**src/rtl/rf_pkg.sv**
```systemverilog
// rf_pkg: shared register-file widths and write-source encoding
package rf_pkg;
  localparam int NUM_REGS = 32;
  localparam int REG_AW = 5;
  localparam int DATA_W = 32;
  typedef enum logic [1:0] {WB_NONE, WB_PIPE, WB_LONG} wb_src_e;
endpackage

```
**src/rtl/rf_scoreboard.sv**
```systemverilog
// rf_scoreboard: pending-result vector, outstanding long-op count and issue hazard terms
module rf_scoreboard
  import rf_pkg::*;
#(
  parameter int LONG_MAX = 4
) (
  input  logic                clk,
  input  logic                rst_n,
  input  logic                issue_go,
  input  logic                issue_long,
  input  logic                issue_we,
  input  logic [REG_AW-1:0]   issue_dst,
  input  logic [REG_AW-1:0]   issue_regS,
  input  logic [REG_AW-1:0]   issue_regT,
  input  logic                issue_reS,
  input  logic                issue_reT,
  input  logic                clr_en,
  input  logic [REG_AW-1:0]   clr_dst,
  output logic                haz,
  output logic [NUM_REGS-1:0] pending
);
  localparam int CW = $clog2(LONG_MAX + 1);
  logic [CW-1:0] cnt;
  logic inc;
  logic [NUM_REGS-1:0] set_mask, clr_mask;
  always_comb begin
    inc = issue_go & issue_long & issue_we;
    set_mask = inc && issue_dst != '0 ? NUM_REGS'(1) << issue_dst : '0;
    clr_mask = clr_en ? NUM_REGS'(1) << clr_dst : '0;
    haz = (issue_reS & pending[issue_regS]) | (issue_reT & pending[issue_regT]) |
          (issue_we & pending[issue_dst]) | (issue_long & cnt == CW'(LONG_MAX));
  end
  always_ff @(posedge clk or negedge rst_n)
    if (!rst_n) begin
      pending <= '0;
      cnt <= '0;
    end else begin
      pending <= (pending & ~clr_mask) | set_mask;
      cnt <= inc & ~clr_en ? cnt + CW'(1) : ~inc & clr_en & cnt != '0 ? cnt - CW'(1) : cnt;
    end
endmodule

```
**src/rtl/rf_wr_sched.sv**
```systemverilog
// rf_wr_sched: shares the RF write port between WB and the long unit and stalls issue on hazards
module rf_wr_sched
  import rf_pkg::*;
#(
  parameter int LONG_MAX = 4,
  parameter int STARVE_MAX = 8
) (
  input  logic                clk,
  input  logic                rst_n,
  input  logic                issue_vld,
  input  logic                issue_long,
  input  logic                issue_we,
  input  logic [REG_AW-1:0]   issue_dst,
  input  logic [REG_AW-1:0]   issue_regS,
  input  logic [REG_AW-1:0]   issue_regT,
  input  logic                issue_reS,
  input  logic                issue_reT,
  output logic                stall,
  input  logic                pipe_wb_vld,
  input  logic [REG_AW-1:0]   pipe_wb_dst,
  input  logic [DATA_W-1:0]   pipe_wb_data,
  input  logic                long_wb_vld,
  input  logic [REG_AW-1:0]   long_wb_dst,
  input  logic [DATA_W-1:0]   long_wb_data,
  output logic                long_wb_rdy,
  output logic                rf_we,
  output logic [REG_AW-1:0]   rf_dst,
  output logic [DATA_W-1:0]   rf_data,
  output logic [NUM_REGS-1:0] pending
);
  localparam int SW = $clog2(STARVE_MAX + 1);
  logic [SW-1:0] starve_cnt;
  logic haz, starve;
  wb_src_e src;
  logic [REG_AW-1:0] wb_dst;
  logic [DATA_W-1:0] wb_data;
  always_comb begin
    long_wb_rdy = long_wb_vld & ~pipe_wb_vld;
    src = pipe_wb_vld ? WB_PIPE : long_wb_vld ? WB_LONG : WB_NONE;
    wb_dst = pipe_wb_vld ? pipe_wb_dst : long_wb_dst;
    wb_data = pipe_wb_vld ? pipe_wb_data : long_wb_data;
    starve = starve_cnt == SW'(STARVE_MAX);
    stall = issue_vld & (haz | starve);
  end
  rf_scoreboard #(.LONG_MAX(LONG_MAX)) u_sb (
    .clk        (clk),
    .rst_n      (rst_n),
    .issue_go   (issue_vld & ~stall),
    .issue_long (issue_long),
    .issue_we   (issue_we),
    .issue_dst  (issue_dst),
    .issue_regS (issue_regS),
    .issue_regT (issue_regT),
    .issue_reS  (issue_reS),
    .issue_reT  (issue_reT),
    .clr_en     (long_wb_rdy),
    .clr_dst    (long_wb_dst),
    .haz        (haz),
    .pending    (pending)
  );
  always_ff @(posedge clk or negedge rst_n)
    if (!rst_n) begin
      starve_cnt <= '0;
      rf_we <= 1'b0;
      rf_dst <= '0;
      rf_data <= '0;
    end else begin
      starve_cnt <= ~long_wb_vld | long_wb_rdy ? '0 : starve ? starve_cnt : starve_cnt + SW'(1);
      rf_we <= src != WB_NONE && wb_dst != '0;
      if (src != WB_NONE) begin
        rf_dst <= wb_dst;
        rf_data <= wb_data;
      end
    end
endmodule

```
**config.mk**
```make
export PLATFORM = sky130hd
export DESIGN_NAME = rf_wr_sched
export DESIGN_NICKNAME = d
export VERILOG_FILES = /design/src/rtl/rf_pkg.sv /design/src/rtl/rf_scoreboard.sv /design/src/rtl/rf_wr_sched.sv
export SDC_FILE = /design/constraint.sdc
export NUM_CORES = 1
export LEC_CHECK = 0
export ABC_AREA = 1
export BUFFER_PORTS_ARGS = -buffer_cell sky130_fd_sc_hd__buf_2
export CORE_MARGIN = 2
export CORE_UTILIZATION = 50
export DETAILED_ROUTE_END_ITERATION = 10
export PLACE_DENSITY_LB_ADDON = 0.15
export SETUP_SLACK_MARGIN = 0.3
export SKIP_LAST_GASP = 1
export SYNTH_ARGS = -nofsm -noshare
export SYNTH_HDL_FRONTEND = slang
export SYNTH_SLANG_ARGS = --single-unit
```
**constraint.sdc**
```tcl
create_clock -name clk -period 2.5 [get_ports clk]
set_input_delay 0.25 -clock clk [delete_from_list [all_inputs] [get_ports clk]]
set_output_delay 0.25 -clock clk [all_outputs]
set_load 0.05 [all_outputs]
```
# Word level (Yosys, flattened, before mapping)
# Index checks and enable logic that the tools add are counted.
# totals
register_bits	77
output_inout_bits	72
# classes
n_addsub	3
magnitude_cmp	3
n_eq_ne	3
shifts	2
mux	16
bitwise_logic	25
n_reduce_logical	7
# ops
cell	count
$mux 32	3
$shl 1x5->32 const A	2
$and 32x32->32	1
$not 32->32	1
$or 32x32->32	1
$lt 5x6->1 const B	3
$bmux 1 s5	3
$and 1x1->1	12
$reduce_bool 5->1	2
$mux 4	2
$mux 3	2
$mux 5	1
$not 1->1	5
$or 1x1->1	5
$add 4x1->4 const B	1
$eq 4x4->1 const B	1
$mux 2	2
$reduce_bool 2->1	2
$add 3x1->3 const B	1
$eq 3x3->1 const B	1
$mux 1	3
$reduce_bool 3->1	1
$sub 3x1->3 const B	1
$logic_and 1x1->1	2
$ne 2x1->1 const B	1

# Depth between registers and ports, before layout
# Gate-level depths: netlist (run 1).
# logic_depth
depth_word	17
ltp_mapped	20
depth_no_buf	18

# Cells and area by module
# A second synthesis (run 1) with hierarchy kept.
# unflattened
hier_cells	669
area_unflattened_um2	4639.4
# modules_own_cells
mod	instances	cells_per_inst	area_each_um2	seq_area_each_um2
rf_scoreboard	1	423	2655.0	875.8
rf_wr_sched	1	246	1984.4	1051.0

# Least setup slack after synthesis (run 1)
# OpenSTA, ideal clock, no wires.
# synth_path
path_type	register to register
startpoint	register u_sb.pending[12]
endpoint	register u_sb.cnt[2]
arrival_time_ps	2177
required_ps	2387
path_slack_ps	210
path_stages_with_launch	18
n_path_buf	0
synth_period_minus_slack_ps	2290
cell_sequence	dfrtp_1 > nand2_1 > nand3_1 > nand3_1 > nand2_1 > nand2_1 > nand3_1 > nand3_1 > nand2_1 > nor2_4 > nand3_1 > fa_1 > nand2_1 > nand2_1 > nand2_1 > nand2_1 > nand2_1 > inv_1
# synth_via
elab_chain_len	16
word_cells_on_any_way	24
cone_classes	7 x mux; 16 x bitwise; 1 x reduce/logical
# synth_rtl
item	line	text
start: declaration	rf_scoreboard.sv:20	output logic [NUM_REGS-1:0] pending
start signal: assignment	rf_scoreboard.sv:38	pending <= (pending & ~clr_mask) | set_mask;
$bmux 1 s5	rf_scoreboard.sv:30	haz = (issue_reS & pending[issue_regS]) | (issue_reT & pending[issue_regT]) |
$mux 1 (implied by the code)	rf_scoreboard.sv:30	
$and 1x1->1	rf_scoreboard.sv:30	
$or 1x1->1	rf_scoreboard.sv:30	
$or 1x1->1 (*)	rf_scoreboard.sv:30	
$or 1x1->1 (*)	rf_scoreboard.sv:31	(issue_we & pending[issue_dst]) | (issue_long & cnt == CW'(LONG_MAX));
$or 1x1->1 (*)	rf_wr_sched.sv:43	stall = issue_vld & (haz | starve);
$and 1x1->1 (*)	rf_wr_sched.sv:43	
$not 1->1 (*)	rf_wr_sched.sv:48	.issue_go (issue_vld & ~stall),
$and 1x1->1 (*)	rf_wr_sched.sv:48	
$and 1x1->1 (*) (2 in series)	rf_scoreboard.sv:27	inc = issue_go & issue_long & issue_we;
$not 1->1	rf_scoreboard.sv:39	cnt <= inc & ~clr_en ? cnt + CW'(1) : ~inc & clr_en & cnt != '0 ? cnt - CW'(1) : cnt;
$and 1x1->1 (2 in series)	rf_scoreboard.sv:39	
$reduce_bool 2->1 (no line)	-	
end signal: assignment	rf_scoreboard.sv:39	
end: declaration	rf_scoreboard.sv:23	logic [CW-1:0] cnt;
# Mark *: on every way between the ends. The rest lies on a longest branch, timed or not. The select of a mux whose other input is x is not followed.
# A chain may end at the register's enable or synchronous reset.

# Final worst setup path (run 1)
# layout_path
startpoint	register u_sb.pending[6]
endpoint	register u_sb.pending[3]
# layout_via
elab_chain_len	15
word_cells_on_any_way	21
cone_classes	7 x mux; 13 x bitwise; 1 x reduce/logical
# layout_rtl
item	line	text
$bmux 1 s5	rf_scoreboard.sv:30	
$mux 1 (implied by the code)	rf_scoreboard.sv:30	
$and 1x1->1	rf_scoreboard.sv:30	
$or 1x1->1	rf_scoreboard.sv:30	
$or 1x1->1 (*)	rf_scoreboard.sv:30	
$or 1x1->1 (*)	rf_scoreboard.sv:31	
$or 1x1->1 (*)	rf_wr_sched.sv:43	
$and 1x1->1 (*)	rf_wr_sched.sv:43	
$not 1->1 (*)	rf_wr_sched.sv:48	
$and 1x1->1 (*)	rf_wr_sched.sv:48	
$and 1x1->1 (*) (2 in series)	rf_scoreboard.sv:27	
$logic_and 1x1->1 (*)	rf_scoreboard.sv:28	set_mask = inc && issue_dst != '0 ? NUM_REGS'(1) << issue_dst : '0;
$mux 32 (*)	rf_scoreboard.sv:28	
$or 32x32->32 (*)	rf_scoreboard.sv:38	
# Marks and branches as above.

==> results.py, run 1 <==
metrics = {
    "route": {
        "ant_nets": 0,
        "vias_per_cell": 5.62,
        "num_vias": 5217,
        "drt_iter0_drc": 312,
        "drc": 0,
        "drt-total-wl_mm": 15.8,
        "wl_per_cell_um": 17.0,
        "drt_pass1_iterations": 5,
    },
    "grt": {
        "grt_max_degree": 78,
        "grt_pass1_wl_mm": 25.3,
        "antenna_found_initial": 0,
        "grt_pass1_vias": 5025,
        "grt-ovfl-total": 0,
        "grt.total_usage": 0.329,
    },
    "setup_path": {
        "worstPathArrival_ns": 2.47,
        "start_kind": "flip-flop",
        "critPathMaxFanout": 7,
        "crit_type": "flip-flop to flip-flop",
        "cp-end-kind": "flip-flop",
        "crit_family": "simple AND/OR/NAND/NOR gates",
        "required_ns": 2.75,
        "cp_num_buf_inv": 1,
        "cp_slowest_stage_delay_ns": 0.48,
        "cp_slowest_cell": "dfrtp_2",
        "crit_chain": "nand2_1, nand2_1, nand2_1, nand4_1, nand3_1, nand3_1, nand3_1, nand2_2, nor2_4, buf_6, nand2_4, nor2_4, nand2_2, o21ai_2",
    },
    "logic_synthesis": {
        "synth_edf_count": 0,
        "netlist_area_mm2": 0.00450,
        "synth_top_area_cell": "dfrtp_1",
        "synth-async-reset-ratio": 1.00,
        "ys_ff_latch": 77,
        "seq_area_frac_synth": 0.429,
        "synth_common_cells": "276 x nand2_1, 105 x nand3_1, 77 x dfrtp_1",
        "synthFlopType": "dfrtp_1",
        "synth_nets": 750,
        "netlist.area_leader.share": 0.429,
        "syn_inst": 649,
        "yosys_warnings": 0,
        "synthMostInstantiatedCell": "nand2_1",
        "synth.avg_cell_area_um2": 6.93,
        "yosysUniqueCellTypes": 31,
        "yosys-top-cells-area": "dfrtp_1 43%, nand2_1 23%, nand3_1 12%, o21ai_0 4.3%, o21ai_1 3.3%",
    },
    "clock_network": {
        "holdBufCountCts": 0,
        "path_clk_slew_ns": 0.09,
        "cts_buffers": 9,
        "clock_latency_ns": 0.35,
        "cts_tree": "yes",
        "clkSinkCount": 77,
        "cts_root_buffer": "clkbuf_8",
        "cts_buffer_depth": 2,
        "htreeDepth": 3,
    },
    "placement": {
        "post-dp-hpwl_mm": 11.8,
        "portBuffers": 169,
        "gp_congestion": 1.03,
        "dp_cells": 903,
    },
    "sta": {
        "min_period_over_period": 0.889,
        "skew_ns": 0.0204,
        "finalMaxSlewViolations": 0,
        "fin_setup_tns_ns": 0,
        "hold_viol_final": 0,
        "rsz0062_at_grt": "yes",
        "max_slew_margin": 0.353,
        "min_period_ns": 2.22,
        "finalSetupViolations": 0,
        "max_freq_ghz": 0.450,
        "worst_pin_slew_ns": 0.971,
    },
    "finish": {
        "final_cells": 928,
        "nNetsFinal": 916,
        "syn_to_final_growth_pct": 30.2,
        "n_antenna_cell": 0,
        "drive_gt1_frac": 0.340,
    },
    "floorplanning": {
        "die_area_mm2": 0.00977,
        "dieHeight_um": 98.8,
        "die_w_um": 98.8,
        "io_pins": 170,
        "start_util": 0.515,
        "fp-row-count": 34,
        "design.core.area_mm2": 0.00872,
    },
    "worst_hold_path": {
        "min_path_type": "primary input to async pin",
    },
    "power": {
        "p_per_area_mw_per_mm2": 637,
        "p_leak_nw": 2.98,
        "ir_drop_mv": 0.361,
    },
    "job": {
        "cap_violations": 0,
    },
    "run_status": {
        "status": "completed",
    },
}
## final timing paths
path	start	to	slack (ns)	depth (start not counted)
min reg2reg	rf_dst[4]	rf_dst[4]	0.49	2
max	u_sb.pending[6]	u_sb.pending[3]	0.28	14
max in group asynchronous	rst_n	u_sb.pending[17]	1.74	1
min in group clk	long_wb_data[23]	rf_data[23]	0.11	3
max reg2reg	u_sb.pending[6]	u_sb.pending[3]	0.28	14
min	rst_n	rf_data[28]	0.06	1
## registers in the layout (all words and copies together), names as in the netlist
signal / cells
rf_dst: 5
starve_cnt: 4
u_sb.cnt: 3
rf_we: 1
rf_data: 32
u_sb.pending: 32
## layout make-up
class / instances / area, µm²
multi-input cells: 509 / 2440
clock inverters: 4 / 48.8
flip-flops and latches: 77 / 1970
inverters: 32 / 120
clock buffers: 12 / 145
well taps: 108 / 135
fillers: 798 / 2870
repair buffers: 186 / 998
## metrics by stage
stage / setup slack [ns] / util / power (W) / cell area, µm² / hold WS, ns
after floorplan: 0.309 / - / 0.00233 / 4540 / -0.0456
after global placement: -0.0525 / 0.624 / 0.00271 / 5440 / 0.453
after detailed placement: -0.0531 / 0.624 / 0.00273 / 5440 / 0.462
after CTS: 0.283 / 0.651 / 0.00368 / 5680 / 0.0806
after global routing: 0.186 / 0.671 / 0.00390 / 5850 / 0.107
final: 0.278 / 0.671 / 0.00373 / 5850 / 0.0636
## logic make-up after synthesis
logic type / count (synthesis) / share of synthesized area
AOI/OAI and AO/OA: 76 / 0.0868
xor gates and xnor gates: 3 / 0.00585
adders and majority gates: 3 / 0.0100
buffers and inverters: 63 / 0.0607
DFF: 77 / 0.429
and+or+nand+nor: 427 / 0.408
## cell usage in the layout (no fill, tap or decap), types with 2 or more instances in the layout
cell,count
nand2_1,263
buf_2,167
nand3_1,99
dfrtp_1,45
o21ai_0,39
dfrtp_2,32
inv_1,27
nand4_1,18
o21ai_1,18
buf_4,16
nor2_1,14
nand2_2,13
o21ai_2,12
clkbuf_8,10
nand3_2,6
nor2_2,4
inv_2,4
nor2_4,3
a21oi_1,3
xor2_1,2
ha_1,2
clkinv_2,2
clkbuf_1,2
buf_6,2
## report_power, final
group          internal [W]  total (W)  switching, W
clock network      0.000489   0.000951      0.000462
logic              0.000351    0.00122      0.000866
registers           0.00139    0.00156      0.000168
total               0.00223    0.00373       0.00150
## repair_timing
item                                    in CTS  in global routing
gates cloned                                 0                  0
resized for setup                            7                 34
endpoints found under the setup margin       3                 17
setup buffers                                2                  7
pin swaps                                    0                 11
## metal layers
layer | up-vias | part of all wire | global-route usage | wire length [µm]
met1 | 2422 | 0.38 | 0.414 | 6040
met5 | - | 0 | 0 | 0
met2 | 276 | 0.49 | 0.552 | 7660
met3 | 50 | 0.089 | 0.0617 | 1400
met4 | 0 | 0.043 | 0.144 | 671
li1 | 2469 | - | - | -
(Power assumes the default switching activity.)
==> run 2, diff against run 1 <==
--- a/config.mk
+++ b/config.mk
@@ -10,7 +10,7 @@
 export CORE_MARGIN = 2
 export CORE_UTILIZATION = 50
 export DETAILED_ROUTE_END_ITERATION = 10
-export PLACE_DENSITY_LB_ADDON = 0.15
+export PLACE_DENSITY = 0.81
 export SETUP_SLACK_MARGIN = 0.3
 export SKIP_LAST_GASP = 1
 export SYNTH_ARGS = -nofsm -noshare
==> run 2 against run 1 <==
Effect of this change:
- sequential cell count unchanged
- highest routed layer unchanged
- via count is 1.9% higher
- global-route usage shrank 1.8 points
- power is 2.1% higher
- largest cell class unchanged
- clock power up 8%
- largest power group unchanged
- clock-buffer cell count is 1 lower
- worst setup slack gained 0.077 ns
- sequential share of layout area is essentially flat
- hold slack better by 0.030 ns
- die area did not move
==> results.py, run 2 (synthesis results as in run 1) <==
metrics = {
    "placement": {
        "post-dp-hpwl_mm": 11.2,
        "gp_congestion": 1.00,
        "portBuffers": 169,
        "dp_slack_ns": -0.0347,
    },
    "clock_network": {
        "htreeDepth": 3,
        "cts_buffer_depth": 2,
        "clock_latency_ns": 0.35,
        "cts_tree": "yes",
        "cts_buffers": 9,
        "cts_root_buffer": "clkbuf_8",
        "path_clk_slew_ns": 0.09,
        "clkSinkCount": 77,
    },
    "setup_path": {
        "required_ns": 2.76,
        "crit_type": "flip-flop to flip-flop",
        "cp_num_buf_inv": 1,
        "r2r-start": "u_sb.pending[15]",
        "cp_slowest_cell": "dfrtp_2",
        "worstPathArrival_ns": 2.40,
        "crit_chain": "nand2_2, nand3_2, nand3_1, nand2_1, nand2_1, nand3b_1, nand3_2, nand2_2, nor2_4, nand3_4, fa_2, nand2_2, nand2_2, nand2_1, nand2_1, nand2_1, inv_1",
        "start_kind": "flip-flop",
        "crit_family": "simple AND/OR/NAND/NOR gates",
        "cp_slowest_stage_delay_ns": 0.49,
        "cp-end-kind": "flip-flop",
        "critPathMaxFanout": 5,
        "critPathLaunch": "u_sb.pending[15]",
        "cp_common_cell": "nand2_1",
    },
    "power": {
        "pwr-share-clk": 0.271,
        "p_leak_nw": 2.97,
        "seqPwrFrac": 0.412,
        "switching_share": 0.393,
        "p_comb_frac": 0.317,
        "total_power_w": 0.00380,
        "p_per_area_mw_per_mm2": 650,
        "p_int_w": 0.00231,
        "ir_drop_mv": 0.368,
        "p_sw_w": 0.00150,
    },
    "sta": {
        "worst_slack_ns": 0.354,
        "finalMaxSlewViolations": 0,
        "min_period_ns": 2.15,
        "fin_setup_tns_ns": 0,
        "skew_ns": 0.0147,
        "min_period_over_period": 0.858,
        "rsz0062_at_grt": "yes",
        "worst_pin_slew_ns": 0.605,
        "hold_viol_final": 0,
        "max_slew_margin": 0.596,
        "finalSetupViolations": 0,
        "max_freq_ghz": 0.466,
    },
    "run_status": {
        "status": "completed",
    },
    "route": {
        "drc": 0,
        "drt_iter0_drc": 442,
        "drt-total-wl_mm": 15.2,
        "ant_nets": 0,
        "wl_per_cell_um": 16.3,
        "num_vias": 5318,
        "drt_pass1_iterations": 5,
        "vias_per_cell": 5.71,
    },
    "floorplanning": {
        "io_pins": 170,
        "dieHeight_um": 98.8,
        "die_area_mm2": 0.00977,
        "die_w_um": 98.8,
        "start_util": 0.515,
        "fp-row-count": 34,
        "design.core.area_mm2": 0.00872,
    },
    "finish": {
        "layout_common_cells": "266 x nand2_1, 167 x buf_2, 98 x nand3_1, 45 x dfrtp_1, 39 x o21ai_0",
        "nNetsFinal": 919,
        "layout_commonest_cell": "nand2_1",
        "syn_to_final_growth_pct": 30.1,
        "fillCellCount": 744,
        "top_regs": "rf_data x32, u_sb.pending x32, rf_dst x5",
        "drive_gt1_frac": 0.322,
        "n_antenna_cell": 0,
    },
    "worst_hold_path": {
        "min_from": "long_wb_data[17]",
        "min_path_type": "primary input to flip-flop",
    },
    "grt": {
        "grt-ovfl-total": 0,
        "grt_pass1_vias": 4975,
        "grt_pass1_wl_mm": 24.1,
        "antenna_found_initial": 0,
        "grt.total_usage": 0.310,
        "grt_max_degree": 40,
    },
    "job": {
        "cap_violations": 0,
    },
}
==> run 2: changes by cell type in the layout (fill, tap and decap cells not counted), moves of 2 or more <==
cell        before  now
buf_4           16   18
o21ai_1         18   30
o21ai_2         12    0
nand2_1        263  266
clkinvlp_4       0    2
clkinv_2         2    0
nand2_2         13   10
==> run 2: area by class of cell <==
cell class                 instances  area, µm²  area share
multi-input combinational        509       2380       0.407
sequential                        77       1970       0.336
timing repair buffer             189       1030       0.176
tap                              108        135      0.0231
clock buffer                      11        131      0.0225
inverter                          32        120      0.0205
clock inverter                     5       83.8      0.0143
==> run 2: layer usage <==
metal | track usage | routed length [µm]
met5 | 0 | 0
met4 | 0.176 | 670
met3 | 0.0546 | 1480
met2 | 0.498 | 7230
met1 | 0.397 | 5820
==> run 2: final timing paths <==
check	end	slack (ns)	cells past startpoint
setup reg to reg	u_sb.cnt[2]	0.35	17
hold / removal	rf_data[17]	0.09	3
min in group asynchronous	rf_data[8]	0.41	2
hold reg to reg	rf_dst[4]	0.49	2
max in group asynchronous	u_sb.pending[5]	1.49	3
setup / recovery	u_sb.cnt[2]	0.35	17
==> run 2: worst min-delay path, delay by kind of cell <==
kind,cells,cell delay (ns)
buf+inv,1,0.08
simple gates,2,0.09
==> run 2: repair_timing <==
action                                 CTS  global route
pin swaps                                1            11
resized for setup                        3            22
setup buffers                            2             8
hold buffers                             1             0
endpoints found under the hold margin   38             0
cloned                                   0             0
setup endpoints to repair                2            12
==> run 2: power by group through the flow <==
stage / Clock [W] / Combinational [W] / Sequential, W
global route: 0.00109 / 0.00130 / 0.00158
global placement: 0 / 0.00111 / 0.00158
CTS: 0.00105 / 0.00116 / 0.00156
finish: 0.00103 / 0.00121 / 0.00157
detailed placement: 0 / 0.00114 / 0.00158
floorplan: 0 / 0.000418 / 0.00191
==> run 2: per-stage QoR <==
step,utilization,cells,hold slack (ns),area [µm²]
finish,0.671,931,0.0939,5850
global route,0.671,931,0.101,5850
CTS,0.655,923,0.0764,5710
detailed placement,0.627,904,0.251,5460
global placement,0.627,904,0.243,5460
floorplan,-,649,-0.0456,4540
==> run 3, diff against run 2 <==
--- a/config.mk
+++ b/config.mk
@@ -7,6 +7,7 @@
 export LEC_CHECK = 0
 export ABC_AREA = 1
 export BUFFER_PORTS_ARGS = -buffer_cell sky130_fd_sc_hd__buf_2
+export CORE_ASPECT_RATIO = 0.7
 export CORE_MARGIN = 2
 export CORE_UTILIZATION = 50
 export DETAILED_ROUTE_END_ITERATION = 10
==> run 3 against run 2 <==
Effect of this change:
- final cell count up 1.6%
- clock power up 48%
- critical path depth down 4
- sequential power about the same
- utilization up 3.0 points
- first-iteration DRC count up 50%
- register-to-register slack about the same
- critical endpoint is now stall
==> results.py, run 3 (synthesis results as in run 1) <==
metrics = {
    "run_status": {
        "status": "completed",
    },
    "finish": {
        "syn_to_final_growth_pct": 33.8,
        "fillCellCount": 711,
        "n_antenna_cell": 0,
        "top_regs": "rf_data x32, u_sb.pending x32, rf_dst x5",
        "layout_commonest_cell": "nand2_1",
        "regArea_mm2": 0.00197,
        "drive_gt1_frac": 0.329,
        "multi_input_area_mm2": 0.00239,
        "layout_common_cells": "266 x nand2_1, 168 x buf_2, 98 x nand3_1, 45 x dfrtp_1, 39 x o21ai_0",
        "nNetsFinal": 922,
    },
    "setup_path": {
        "required_ns": 2.25,
        "cp_slowest_cell": "dfrtp_2",
        "cp_slowest_stage_delay_ns": 0.45,
        "crit_chain": "buf_4, nand2_2, nand3_2, nand3_2, nand2_1, nand2_1, nand3_1, nand3_2, nand2_2, nor2_4, buf_4, nor2_4, buf_6",
        "ff2ff_setup_slack_ns": 0.36,
        "worst-path-stages": 13,
        "start_kind": "flip-flop",
        "critPathLaunch": "u_sb.pending[18]",
        "cp_num_buf_inv": 3,
        "critical_path.endpoint": "stall",
        "cp-end-kind": "output port",
        "crit_type": "flip-flop to output port",
        "crit_family": "simple AND/OR/NAND/NOR gates",
        "rr_endpoint": "u_sb.pending[3]",
        "reg2reg_depth": 15,
        "critPathMaxFanout": 4,
        "r2r-start": "u_sb.pending[18]",
        "cp_common_cell": "nand3_2",
        "worstPathArrival_ns": 1.93,
    },
    "power": {
        "ir_drop_mv": 0.387,
        "p_per_area_mw_per_mm2": 715,
        "p_leak_nw": 3.05,
    },
    "placement": {
        "post-dp-hpwl_mm": 11.5,
        "portBuffers": 169,
        "gp_congestion": 0.994,
    },
    "grt": {
        "grt-ovfl-total": 0,
        "antenna_found_initial": 0,
        "grt.total_usage": 0.319,
        "grt_pass1_vias": 5065,
        "grt_pass1_wl_mm": 25.3,
        "grt_max_degree": 35,
    },
    "sta": {
        "finalSetupViolations": 0,
        "max_slew_margin": 0.577,
        "max_freq_ghz": 0.458,
        "min_period_ns": 2.18,
        "worst_pin_slew_ns": 0.635,
        "min_period_over_period": 0.874,
        "fin_setup_tns_ns": 0,
        "hold_slack_ns": 0.116,
        "finalMaxSlewViolations": 0,
        "skew_ns": 0.00798,
        "rsz0062_at_grt": "yes",
        "hold_viol_final": 0,
    },
    "job": {
        "cap_violations": 0,
    },
    "route": {
        "vias_per_cell": 5.56,
        "ant_nets": 0,
        "drt_iter0_drc": 665,
        "wl_per_cell_um": 16.3,
        "drc": 0,
        "drt_pass1_iterations": 6,
        "num_vias": 5259,
        "drt-total-wl_mm": 15.5,
    },
    "floorplanning": {
        "start_util": 0.524,
        "io_pins": 170,
        "die_w_um": 117,
        "fp-row-count": 28,
        "die_area_mm2": 0.00978,
        "design.core.area_mm2": 0.00858,
        "dieHeight_um": 83.3,
    },
    "clock_network": {
        "htreeDepth": 3,
        "cts_buffers": 9,
        "cts_buffer_depth": 2,
        "clkSinkCount": 77,
        "path_clk_slew_ns": 0.06,
        "cts_root_buffer": "clkbuf_16",
        "clock_latency_ns": 0.34,
        "cts_tree": "yes",
    },
    "worst_hold_path": {
        "min_path_type": "primary input to flip-flop",
    },
}
==> run 3: final cells by class <==
| cell class | instances | area share |
|---|---|---|
| sequential | 77 | 0.327 |
| multi-input combinational | 509 | 0.397 |
| inverter | 32 | 0.0200 |
| tap | 120 | 0.0250 |
| clock buffer | 11 | 0.0403 |
| clock inverter | 5 | 0.0177 |
| timing repair buffer | 192 | 0.173 |
==> run 3: worst min-delay path by stage <==
stage | startpoint | end | slack [ns] | cells after the start
floorplan | rst_n | rf_data[0] | -0.05 | 0
detailed placement | rst_n | rf_data[22] | 0.30 | 1
global placement | rst_n | rf_data[21] | 0.29 | 1
finish | long_wb_data[27] | rf_data[27] | 0.12 | 3
global route | long_wb_data[6] | rf_data[6] | 0.12 | 3
CTS | long_wb_data[5] | rf_data[5] | 0.11 | 3
==> run 3: power breakdown <==
| part | internal, W | total [W] | switching [W] |
|---|---|---|---|
| clock network | 0.00101 | 0.00152 | 0.000512 |
| logic | 0.000351 | 0.00121 | 0.000860 |
| registers | 0.00139 | 0.00157 | 0.000179 |
| total | 0.00275 | 0.00430 | 0.00155 |
==> run 3: metrics by stage <==
| step | instance area, µm² | total power (W) | instances | setup WS, ns | utilization |
|---|---|---|---|---|---|
| after floorplan | 4540 | 0.00233 | 649 | 0.309 | - |
| after global placement | 5500 | 0.00271 | 921 | 0.122 | 0.641 |
| after detailed placement | 5500 | 0.00272 | 921 | 0.0438 | 0.641 |
| after CTS | 5910 | 0.00425 | 942 | 0.302 | 0.688 |
| after global routing | 6020 | 0.00448 | 946 | 0.234 | 0.701 |
| final | 6020 | 0.00430 | 946 | 0.316 | 0.701 |
==> run 3: timing repair <==
item,CTS,global route
gates resized for setup,4,23
endpoints found under the hold margin,26,0
pin swaps,1,20
setup buffers,4,4
endpoints found under the setup margin,1,17
hold buffers,1,0
==> run 3: layer usage <==
metal	track usage	up-vias	share of wire
met1	0.448	2430	0.44
met2	0.490	306	0.44
met3	0.0694	49	0.095
met5	0	-	0
met4	0.107	0	0.029
li1	-	2474	-
==> run 3: tightest hold or removal path, stage by stage <==
cell and delay, ns:
buf_2 0.07, nand2_1 0.04, nand3_1 0.05
